[src/rtl/sbox_pkg.sv]
// Shared types and constants for the serialised PRESENT substitution layer.
package sbox_pkg;

  typedef enum logic [1:0] {
    IDLE = 2'd0,
    RUN  = 2'd1,
    DONE = 2'd2
  } sched_state_t;

  localparam int NIBBLES = 16;
  localparam int STATE_W = 64;

  // Plain-vector aliases so FSM registers stay as logic for older tools.
  localparam logic [1:0] ST_IDLE = IDLE;
  localparam logic [1:0] ST_RUN  = RUN;
  localparam logic [1:0] ST_DONE = DONE;

endpackage

[src/rtl/sbox_table.sv]
// Combinational 4-bit PRESENT S-box.
module sbox_table
  import sbox_pkg::*;
(
  input  logic [3:0] nibble_i,
  output logic [3:0] nibble_o
);

  always_comb begin
    case (nibble_i)
      4'h0: nibble_o = 4'hC;
      4'h1: nibble_o = 4'h5;
      4'h2: nibble_o = 4'h6;
      4'h3: nibble_o = 4'hB;
      4'h4: nibble_o = 4'h9;
      4'h5: nibble_o = 4'h0;
      4'h6: nibble_o = 4'hA;
      4'h7: nibble_o = 4'hD;
      4'h8: nibble_o = 4'h3;
      4'h9: nibble_o = 4'hE;
      4'hA: nibble_o = 4'hF;
      4'hB: nibble_o = 4'h8;
      4'hC: nibble_o = 4'h4;
      4'hD: nibble_o = 4'h7;
      4'hE: nibble_o = 4'h1;
      default: nibble_o = 4'h2;
    endcase
  end

endmodule

[src/rtl/sbox_layer_sched.sv]
// Applies the PRESENT S-box layer to a 64-bit word, NUM_SBOX nibbles per cycle,
// LSB group first, between a valid/ready input and a valid/ready output.
module sbox_layer_sched
  import sbox_pkg::*;
#(
  parameter int STATE_W  = 64,
  parameter int NUM_SBOX = 1
) (
  input  logic               clk,
  input  logic               rst,
  input  logic               in_valid,
  output logic               in_ready,
  input  logic [STATE_W-1:0] in_data,
  output logic               out_valid,
  input  logic               out_ready,
  output logic [STATE_W-1:0] out_data,
  output logic               busy
);

  localparam int N     = NIBBLES / NUM_SBOX;
  localparam int CNT_W = (N > 1) ? $clog2(N) : 1;
  localparam logic [CNT_W-1:0] CNT_LAST = CNT_W'(N - 1);

  if (STATE_W != 64) begin : g_bad_state_w
    $error("sbox_layer_sched: STATE_W must be 64");
  end
  if (!(NUM_SBOX == 1 || NUM_SBOX == 2 || NUM_SBOX == 4 ||
        NUM_SBOX == 8 || NUM_SBOX == 16)) begin : g_bad_num_sbox
    $error("sbox_layer_sched: NUM_SBOX must be 1, 2, 4, 8 or 16");
  end

  logic [1:0]         state_q, state_d;
  logic [CNT_W-1:0]   cnt_q, cnt_d;
  logic [STATE_W-1:0] data_q, data_d;
  logic [3:0]         sboxIn  [NUM_SBOX];
  logic [3:0]         sboxOut [NUM_SBOX];
  int                 groupBase;

  // Index of the first nibble handled in the current RUN cycle.
  assign groupBase = int'(cnt_q) * NUM_SBOX;

  for (genvar g = 0; g < NUM_SBOX; g++) begin : g_sbox
    assign sboxIn[g] = data_q[4*(groupBase + g) +: 4];
    sbox_table u_sbox (
      .nibble_i (sboxIn[g]),
      .nibble_o (sboxOut[g])
    );
  end

  always_comb begin
    state_d = state_q;
    cnt_d   = cnt_q;
    data_d  = data_q;
    case (state_q)
      ST_IDLE: begin
        if (in_valid) begin
          data_d  = in_data;
          cnt_d   = '0;
          state_d = ST_RUN;
        end
      end
      ST_RUN: begin
        for (int g = 0; g < NUM_SBOX; g++) begin
          data_d[4*(groupBase + g) +: 4] = sboxOut[g];
        end
        if (cnt_q == CNT_LAST) begin
          cnt_d   = '0;
          state_d = ST_DONE;
        end else begin
          cnt_d = cnt_q + 1'b1;
        end
      end
      ST_DONE: begin
        if (out_ready) begin
          state_d = ST_IDLE;
        end
      end
      default: state_d = ST_IDLE;
    endcase
  end

  always_ff @(posedge clk or posedge rst) begin
    if (rst) begin
      state_q <= ST_IDLE;
      cnt_q   <= '0;
      data_q  <= '0;
    end else begin
      state_q <= state_d;
      cnt_q   <= cnt_d;
      data_q  <= data_d;
    end
  end

  // in_ready is gated by rst so it reads low while reset is held.
  assign in_ready  = (state_q == ST_IDLE) && !rst;
  assign out_valid = (state_q == ST_DONE);
  assign busy      = (state_q == ST_RUN) || (state_q == ST_DONE);
  assign out_data  = data_q;

endmodule

[config.mk]
export PLATFORM = sky130hd
export DESIGN_NAME = sbox_layer_sched
export DESIGN_NICKNAME = d
export VERILOG_FILES = /design/src/rtl/sbox_pkg.sv /design/src/rtl/sbox_table.sv /design/src/rtl/sbox_layer_sched.sv
export SDC_FILE = /design/constraint.sdc
export NUM_CORES = 1
export LEC_CHECK = 0
export CORE_MARGIN = 3
export CORE_UTILIZATION = 51
export DETAILED_ROUTE_END_ITERATION = 12
export PLACE_DENSITY = 0.93
export SETUP_SLACK_MARGIN = 0.5
export SYNTH_ARGS = -nofsm -noshare
export SYNTH_HDL_FRONTEND = slang
export SYNTH_HIERARCHICAL = 1
export SYNTH_SLANG_ARGS = --single-unit
[constraint.sdc]
create_clock -name clk -period 7.35 [get_ports clk]
set_input_delay 0.735 -clock clk [delete_from_list [all_inputs] [get_ports clk]]
set_output_delay 0.735 -clock clk [all_outputs]
set_load 0.01 [all_outputs]
==> results of run 1 <==
==> power breakdown <==
group          total [mW]  leakage, nW  switching [mW]  internal, mW
Clock               0.313       0.0952           0.150         0.163
Sequential          0.790        0.844           0.224         0.566
Combinational        2.00         1.41            1.11         0.889
==> critical path, cell delays in order (launching register included) <==
cell       delay (ps)
dfrtp_1           970
mux4_2            360
nand2_1            50
and3_1            180
a21oi_1           390
inv_1             140
ha_1              350
nand2_1            80
o21ai_0           100
xnor2_1           890
nand2_1           240
a2bb2oi_1         210
o2bb2ai_1         160
==> cell families after synthesis <==
group,count (synthesis),synth area share (%)
flip-flops,70,39.76
buffers and inverters,59,5.566
multiplexers,29,12.04
adder cells (fa/ha/maj),14,3.976
XOR/XNOR,3,0.5965
AO/OA/AOI/OAI,128,22.35
AND/OR/NAND/NOR,130,15.71
==> synth_stat cells (2+ instances only) <==
master	n
nor2_1	17
clkbuf_1	21
a32oi_1	4
a211oi_1	3
a22oi_1	12
a221o_1	12
mux2i_1	5
a21oi_1	12
o21ai_1	13
nand2b_1	4
buf_2	7
a31oi_1	5
nor2b_1	9
nand3_1	23
o2bb2ai_1	4
buf_1	2
nor3b_1	4
o221ai_1	4
o22ai_1	13
o221a_1	8
a21o_1	2
nand4_1	5
mux4_2	16
mux2_1	4
nor4_1	2
inv_1	26
buf_6	2
nor3_1	8
nand2_1	32
o21a_1	3
nand3b_1	6
mux4_1	2
dfrtp_1	70
ha_1	14
and3_1	9
and3b_1	3
o21ai_0	5
o31ai_1	2
a31o_2	2
o211ai_1	4
and4_1	4
mux2_2	2
xnor2_1	2
a2bb2oi_1	12
==> routing by layer <==
| layer | GRT usage (%) | wire length, um |
|---|---|---|
| met3 | 6.511 | 1655 |
| met2 | 48.97 | 7261 |
| met4 | 14.39 | 684 |
| met1 | 41.24 | 5761 |
| met5 | 0 | 0 |
==> cell type report <==
| class | instances | area [um^2] |
|---|---|---|
| Tap cell | 105 | 131.4 |
| Clock inverter | 4 | 47.55 |
| Timing Repair Buffer | 139 | 1379 |
| Multi-Input combinational cell | 304 | 2412 |
| Sequential cell | 70 | 1752 |
| Fill cell | 603 | 2335 |
| Clock buffer | 11 | 141.4 |
| Inverter | 27 | 101.3 |
==> worst max-delay path by stage <==
stage,to,slack (ps),cells past startpoint
after floorplan,out_data[22],4140,11
after global placement,out_data[52],3520,12
after detailed placement,out_data[52],3320,12
after CTS,out_data[52],3290,12
after global routing,out_data[52],2900,12
final,out_data[52],3140,12
==> state kept, by name, summed over array words and instances (netlist names) <==
name and flops:
out_data 64, cnt_q 4, state_q 2
==> flow_metrics.tcl, run 1 <==
set metrics [dict create \
    status "completed" \
    row_count 33 \
    initial_core_util_pct 53.08 \
    power_leakage_nw 2.348 \
    drt-vias-per-instance 6.870 \
    powerDensity_nw_per_um2 520.6 \
    clock.fmax_mhz 237.4 \
    drive_gt1_share_pct 8.288 \
    instances_no_fill 660 \
    htree_levels 3 \
    slew_headroom_pct 25.92 \
    ys_seq_area_share_pct 39.76 \
    maxCapViolations 0 \
    clockBufferDepth 2 \
    setup_viol 0 \
    skew_ps 13.39 \
    cts_resized 0 \
    synth_warnings 6 \
    die-height_um 98.94 \
    critPathMaxFanout 23 \
    syn_nets 515 \
    arrival_ps 4490 \
    r2r_end "out_data[52]" \
    ys.flop_type "dfrtp_1" \
    fin_crit_ps 4212 \
    hold_viol 0 \
    post_cts_buffers 0 \
    cp-start-kind "register" \
    totalWireLength_um 15360 \
    cts.clk_slew.worst_paths_ps 80 \
    clkLatencyLatePin_ps 350 \
    synthToLayoutAreaGrowth_pct 35.39 \
    grt_pass1_vias 4478 \
    design_area_um2 5964 \
    track_usage_pct 31.08 \
    synthTopCellsByArea "dfrtp_1 (40%), mux4_2 (8.2%), ha_1 (4.0%)" \
    worst_slack_ps 3138 \
    dieArea_um2 9789 \
    wl_per_cell_um 23.28 \
    grt_overflow 0 \
    min_path_cells 2 \
    final_cell_mix "clkdlybuf4s50_1 (134), dfrtp_1 (70), nand2_1 (32), inv_1 (25), nand3_1 (23)" \
    final_util_pct 71.87 \
    rr_worst_depth 12 \
    holdPathEnd "out_data[11]" \
    core_area_um2 8299 \
    place.gp.congestion 0.9080 \
    place_inst 645 \
    cts_tree "built" \
    cts.sinks 70 \
    min_period_over_period_pct 57.30 \
    syn_inst 433 \
    dp_hpwl_um 11090 \
    criticalPathCategory "register to register" \
    ff2ff_setup_slack_ps 3140 \
    drt_iter0_drc 539 \
    crit_start "cnt_q[2]" \
    crit_path_end_kind "register" \
    ys_types 58 \
    hold_buffers 0 \
    tns_ps 0 \
    cts-root-buf "clkbuf_8" \
    reg2reg_from "cnt_q[2]" \
    antenna_found_initial 0 \
    maxSlewViolCount 0 \
    grt_max_degree 71 \
    hold_path_class "register to register" \
    numCtsBuffers 9 \
    yosysTopAreaCell "dfrtp_1" \
    drcViolationCount 0 \
    dp_slack_ps 3318 \
    via_count 4534 \
    grt_setup_unrepaired "no" \
    dpl_cell_area_um2 5776 \
    hold_start "out_data[11]" \
    synth_seq_cells 70 \
    grt_pass1_wl_um 23880 \
    ant_nets 0 \
    max_slew.worst_pin.slew_ps 1103 \
    finalNetCount 633 \
    syn_area_um2 4405 \
    critPathRequiredTime_ps 7620 \
    synthArstFlopShare_pct 100.0 \
    io_pins 135 \
    io_buffers 134 \
    drtPass1Iterations 5 \
    syn_area_per_cell_um2 10.17 \
    hold-worst-slack_ps 535.4 \
    diodes 0 \
    chipWidth_um 98.94 \
    synth_edf_count 0 \
    vdd_drop_max_mv 0.3594 \
    final_common_cell "clkdlybuf4s50_1" \
    synth_top_area_share_pct 39.76 \
    finalPower_mw 3.105 \
]
No activity file was read; power rests on OpenSTA's default activity.
==> run 2: changes to the inputs <==
CORE_UTILIZATION = 43   (was 51)
PLACE_DENSITY = 0.84   (was 0.93)
clock period = 3.85 ns   (was 7.35 ns; I/O delays follow)
==> run 2 against run 1 <==
  * First-iteration DRC count fell by 7.2%
  * Non-clock buffer count rose by 18
  * Sequential power rose by 90%
  * Die area rose by 17%
  * Total power rose by 110%
  * Sequential share of layout area fell by 1.2 points
  * Hold slack got worse by 45 ps
  * Clock power rose by 110%
  * Final cell count rose by 7.0%
  * Final area rose by 4.5%
  * Sequential cell count did not move
  * Wire length rose by 4.7%
==> flow_metrics.tcl, run 2 (same netlist as run 1, synthesis figures left out) <==
set metrics [dict create \
    cp_slowest_cell "mux4_2" \
    max_slew.worst_pin.slew_ps 984.9 \
    setup_viol 0 \
    cts_tree "built" \
    drcViolationCount 0 \
    numCtsBuffers 9 \
    clock.fmax_mhz 311.4 \
    critPathMaxFanout 12 \
    wl_per_cell_um 22.79 \
    switching_power_mw 3.006 \
    dieArea_um2 11500 \
    dp_hpwl_um 11810 \
    antenna_found_initial 0 \
    critical-path-max-stage-delay_ps 560 \
    largest_reg_flops 64 \
    totalWireLength_um 16090 \
    initial_core_util_pct 44.66 \
    drt-vias-per-instance 6.288 \
    pwr-share-clk_pct 10.2 \
    maxSlewViolCount 0 \
    diodes 0 \
    htree_levels 3 \
    clkLatencyLatePin_ps 350 \
    grt_overflow 0 \
    hold_viol 0 \
    drt_iter0_drc 500 \
    chipWidth_um 107.2 \
    arrival_ps 3450 \
    via_count 4439 \
    min_period_over_period_pct 83.40 \
    drtPass1Iterations 5 \
    status "completed" \
    final_cell_mix "clkdlybuf4s50_1 (134), dfrtp_1 (67), nand2_1 (32), inv_1 (25), nand3_1 (23)" \
    internal_power_mw 3.467 \
    crit_path_end_kind "register" \
    track_usage_pct 27.90 \
    critPathRequiredTime_ps 4090 \
    fin_crit_ps 3211 \
    cts.sinks 70 \
    core_area_um2 9864 \
    ant_nets 0 \
    hold_path_class "primary input to asynchronous set/reset pin" \
    p_comb_share_pct 66.7 \
    grt_pass1_vias 4387 \
    maxCapViolations 0 \
    die-height_um 107.2 \
    crit_chain "buf_12 -> mux4_2 -> mux2i_2 -> a21oi_4 -> inv_1 -> ha_1 -> mux4_2 -> buf_12 -> nand3_1 -> nor2_1 -> a221o_1" \
    worst_slack_ps 639.1 \
    hold_buffers 0 \
    grt_max_degree 39 \
    io_pins 135 \
    row_count 36 \
    cp-start-kind "register" \
    dp_slack_ps 421.8 \
    cts-root-buf "clkbuf_8" \
    finalNetCount 651 \
    clockBufferDepth 2 \
    drive_gt1_share_pct 12.74 \
    synthToLayoutAreaGrowth_pct 41.49 \
    final_common_cell "clkdlybuf4s50_1" \
    grt_setup_unrepaired "no" \
    cts.clk_slew.worst_paths_ps 80 \
    skew_ps 13.76 \
    pwr-share-seq_pct 23.1 \
    power_leakage_nw 2.473 \
    n_fill_cell 788 \
    vdd_drop_max_mv 0.6238 \
    swShare_pct 46.44 \
    powerDensity_nw_per_um2 1038 \
    criticalPathCategory "register to register" \
    place.gp.congestion 0.9719 \
    grt_pass1_wl_um 24540 \
    tns_ps 0 \
    slew_headroom_pct 34.34 \
    io_buffers 134 \
]
## run 2: changes by cell type in the layout (fill, tap and decap cells not counted), sizes merged
cell | before | now
bufinv | 1 | 2
clkbuf | 11 | 10
clkinvlp | 1 | 0
buf | 5 | 22
clkinv | 2 | 4
## run 2: worst paths after layout
check,startpoint,endpoint,slack (ps),cells after the start
worst max-delay path,cnt_q[0],out_data[30],640,11
worst min-delay path,rst,out_data[23],490,2
worst max register to register,cnt_q[0],out_data[30],640,11
worst min register to register,out_data[21],out_data[21],530,1
max in group asynchronous,rst,cnt_q[0],2380,3
min in group clk,out_data[21],out_data[21],530,1
## run 2: power groups by stage
stage / sequential, mW / clock, mW / combinational, mW
2_1_floorplan: 1.46 / 0 / 2.24
3_3_place_gp: 1.49 / 0 / 3.82
3_5_place_dp: 1.50 / 0 / 3.91
4_1_cts: 1.49 / 0.662 / 3.94
5_1_grt: 1.53 / 0.688 / 4.56
6_report: 1.50 / 0.660 / 4.32
## run 2: critical path: cells and delay by family (launching register included)
family	cells	cell delay, ps
mux	3	1350
simple gates	2	170
fa+ha+maj	1	270
compound gates	2	390
flops	1	450
buf+inv	3	450
## run 2: layout make-up
class	count	area, um^2	area share [%]
Multi-Input combinational cell	304	2442	39.18
Sequential cell	70	1755	28.16
Timing Repair Buffer	157	1556	24.97
Tap cell	133	166.4	2.670
Clock buffer	9	123.9	1.987
Inverter	27	101.3	1.626
Clock inverter	6	87.58	1.405
## run 2: timing repair
action	in CTS	in global routing
buffers inserted	0	8
pin swaps	0	0
gates resized for setup	2	7
endpoints found under the setup margin	12	33
gates cloned	0	1
## run 2: routing by layer
layer	up-vias	GRT usage, %	routed length, um
met1	2154	38.28	6476
li1	1948	-	-
met5	-	0	0
met3	39	6.984	1625
met2	298	43.52	7620
met4	0	8.858	366
## run 2: through the flow
step	cells	util [%]	hold slack [ps]	area [um^2]	power, mW
final	706	63.19	490.2	6233	6.473
after global routing	706	63.19	559.5	6233	6.775
after CTS	697	61.91	512.7	6107	6.090
after detailed placement	682	59.72	518.5	5891	5.405
after global placement	682	59.72	523.4	5891	5.316
after floorplan	433	-	507.6	4405	3.697
==> RTL edit 1: new RTL, config.mk and constraints of run 2 <==
Make the reset (`rst`) synchronous in one clocked block.
--- a/src/rtl/sbox_layer_sched.sv
+++ b/src/rtl/sbox_layer_sched.sv
@@ -79,7 +79,7 @@
     endcase
   end
 
-  always_ff @(posedge clk or posedge rst) begin
+  always_ff @(posedge clk) begin
     if (rst) begin
       state_q <= ST_IDLE;
       cnt_q   <= '0;
Check against the original RTL: differs if rst is asserted again (counterexample within 4 cycles, from zero or initial values and one cycle with rst high); with rst held inactive, the same outputs for 4 cycles.
==> RTL edit 1 against run 2 <==
  * Via count increased by 14%
  * Sequential cell count unchanged
  * Critical path depth increased by 3
  * Global-route usage increased by 2.4 points
  * Utilization increased by 0.13 points
  * Routed wire length increased by 9.5%
  * Count of clock-buffer cells in the layout increased by 1
  * First-iteration DRC count decreased by 0.40%
  * Sequential power decreased by 3%
  * Final area increased by 0.20%
  * Critical path type unchanged
  * Worst setup slack got worse by 0.053 ns
  * Critical endpoint is now out_data[11]$_SDFFE_PP0P_
  * Area after synthesis decreased by 0.48%
  * Total power decreased by 15%
==> RTL edit 1: results <==
group,metric,value,unit
drt,m1WireLength,6.923,mm
placed_design,placed_cells,753,
yosys,synth_cell_types,48,
run_status,outcome,"completed",
global_route,grt_max_degree,44,
drt,routed-wl-met3,2.064,mm
drt,vias_per_cell,6.490,
power_and_ir_drop,p_leak,2.146,nW
global_route,grt_usage,30.33,%
drt,dr_wl_met2,8.060,mm
yosys,synthTopCellsByArea,"dfxtp_1, a211oi_1, a21oi_1",
timing,hold_ws,0.5296,ns
clock_network,clk_latency,0.37,ns
min_path,hp-class,"flip-flop to flip-flop",
placed_design,pre_cts_ws,-0.05589,ns
drt,drtPass1Iterations,6,
global_route,use_met2,48.43,%
power_and_ir_drop,seqPwrFrac,26.5,%
final_layout,drive_above_1_share,14.13,%
drt,vias,5043,
yosys,synth_common_cells,"dfxtp_1, a21oi_1, a211oi_1, nor2_1",
worst_setup_path,worstSetupEndpoint,"out_data[11]$_SDFFE_PP0P_",
power_and_ir_drop,irDropWorstVdd,0.3839,mV
timing,period_share,84.78,%
final_layout,nFillCells,831,
worst_setup_path,critPathMaxStageDelay,0.38,ns
-- RTL edit 1: changes by cell type in the layout (fill, tap and decap cells not counted), sizes merged, moves of 13 or more --
cell	delta
nor2	+20
dfrtp	-70
a22oi	+16
mux2i	+14
o22ai	-13
a211oi	+41
dfxtp	+70
a21oi	+37
nand2	-14
-- RTL edit 1: area by class of cell --
class	instances	area, um^2	area share (%)
Timing Repair Buffer	162	1584	25.36
Tap cell	133	166.4	2.664
Inverter	17	63.81	1.022
Clock buffer	10	137.6	2.204
Multi-Input combinational cell	379	2820	45.15
Sequential cell	70	1405	22.50
Clock inverter	6	68.82	1.102
-- RTL edit 1: kinds of logic after synthesis --
logic type / after synthesis / share of synthesized area (%)
AO/OA/AOI/OAI: 192 / 31.59
XOR/XNOR: 3 / 0.5994
adder cells (fa/ha/maj): 14 / 3.995
buffers and inverters: 60 / 5.565
flip-flops: 70 / 31.96
multiplexers: 30 / 9.817
AND/OR/NAND/NOR: 140 / 16.47
==> RTL edit 2: new RTL, flow settings as in run 2 <==
Made on the original files. `NIBBLES`: 16 -> 32.
--- a/src/rtl/sbox_pkg.sv
+++ b/src/rtl/sbox_pkg.sv
@@ -7,7 +7,7 @@
     DONE = 2'd2
   } sched_state_t;
 
-  localparam int NIBBLES = 16;
+  localparam int NIBBLES = 32;
   localparam int STATE_W = 64;
 
   // Plain-vector aliases so FSM registers stay as logic for older tools.
Formal check against the unedited RTL: same outputs for any inputs over 4 cycles, from zero or initial values and one cycle with rst high; that may be too few to reach the edited logic, so the function may still have changed.
==> RTL edit 2 against run 2 <==
  * Clock skew fell by 0.0061 ns
  * Total power rose by 3.7%
  * Sequential cell count rose by 1
  * Routed wire length rose by 2.3%
  * Final area rose by 3.3%
  * Worst setup slack got worse by 0.035 ns
  * Area after synthesis rose by 4.5%
  * Non-clock buffer count fell by 8
  * Critical path type unchanged
  * Largest power group unchanged
==> RTL edit 2: results <==
group,metric,value,unit
run_status,outcome,"completed",
yosys,syn_avg_cell_area,9.607,um^2
yosys,synthTopCellsByArea,"dfrtp_1, mux4_2, nor2_1",
placed_design,gp_congestion,0.9397,
yosys,synth_common_cells,"dfrtp_1, nor2_1, inv_1, clkbuf_1, a211oi_1",
final_layout,fin_util,62.07,%
power_and_ir_drop,pg_comb,0.00446,W
worst_setup_path,arrival,3.48,ns
yosys,synth_nets,559,
worst_setup_path,worstPathMaxFanout,15,
timing,hold_ws,0.4300,ns
global_route,grt_pass1_wl,25.16,mm
placed_design,placed_cells,731,
power_and_ir_drop,irDropWorstVdd,0.5750,mV
timing,layout_min_cycle_time,3.246,ns
timing,fin_skew,0.007692,ns
worst_setup_path,critPathMaxStageDelay,0.59,ns
power_and_ir_drop,pwr.group.clock,0.000695,W
power_and_ir_drop,p_comb_share,66.5,%
yosys,synth_cell_types,56,
global_route,grtUsageMet1,35.87,%
power_and_ir_drop,p_leak,2.579,nW
drt,wl_per_cell,22.00,um
final_layout,drive_above_1_share,15.85,%
power_and_ir_drop,p_int,0.003512,W
yosys,synth_seq_area_share,38.61,%
placed_design,hpwl,12.09,mm
global_route,grt_usage,27.81,%
clock_network,ctsResizeCount,4,
worst_setup_path,r2r_slack,0.60,ns
final_layout,nFillCells,843,
placed_design,pre_cts_ws,0.2668,ns
RTL edit 2: cell types whose count changed after synthesis, moves of 15 or more:
cell | run 2 | this run
inv_1 | 26 | 50
a211oi_1 | 3 | 24
a221oi_1 | 1 | 16
o21ai_0 | 5 | 20
nor2_1 | 17 | 65
mux2_2 | 2 | 18
RTL edit 2: layout make-up:
type                            count  area share (%)
Clock buffer                       13           2.469
Clock inverter                      3           1.011
Inverter                           50           2.916
Multi-Input combinational cell    326           40.26
Sequential cell                    71           27.64
Tap cell                          136           2.644
Timing Repair Buffer              149           23.06
RTL edit 2: logic make-up (layout without fill, tap and decap cells):
group | count (synthesis) | in the layout | synth area share [%]
AO/OA/AOI/OAI | 125 | 125 | 20.83
XOR/XNOR | 1 | 1 | 0.1904
adder cells (fa/ha/maj) | 12 | 12 | 3.263
buffers and inverters | 82 | 215 | 6.879
flip-flops | 71 | 71 | 38.61
multiplexers | 46 | 46 | 15.39
AND/OR/NAND/NOR | 142 | 142 | 14.85
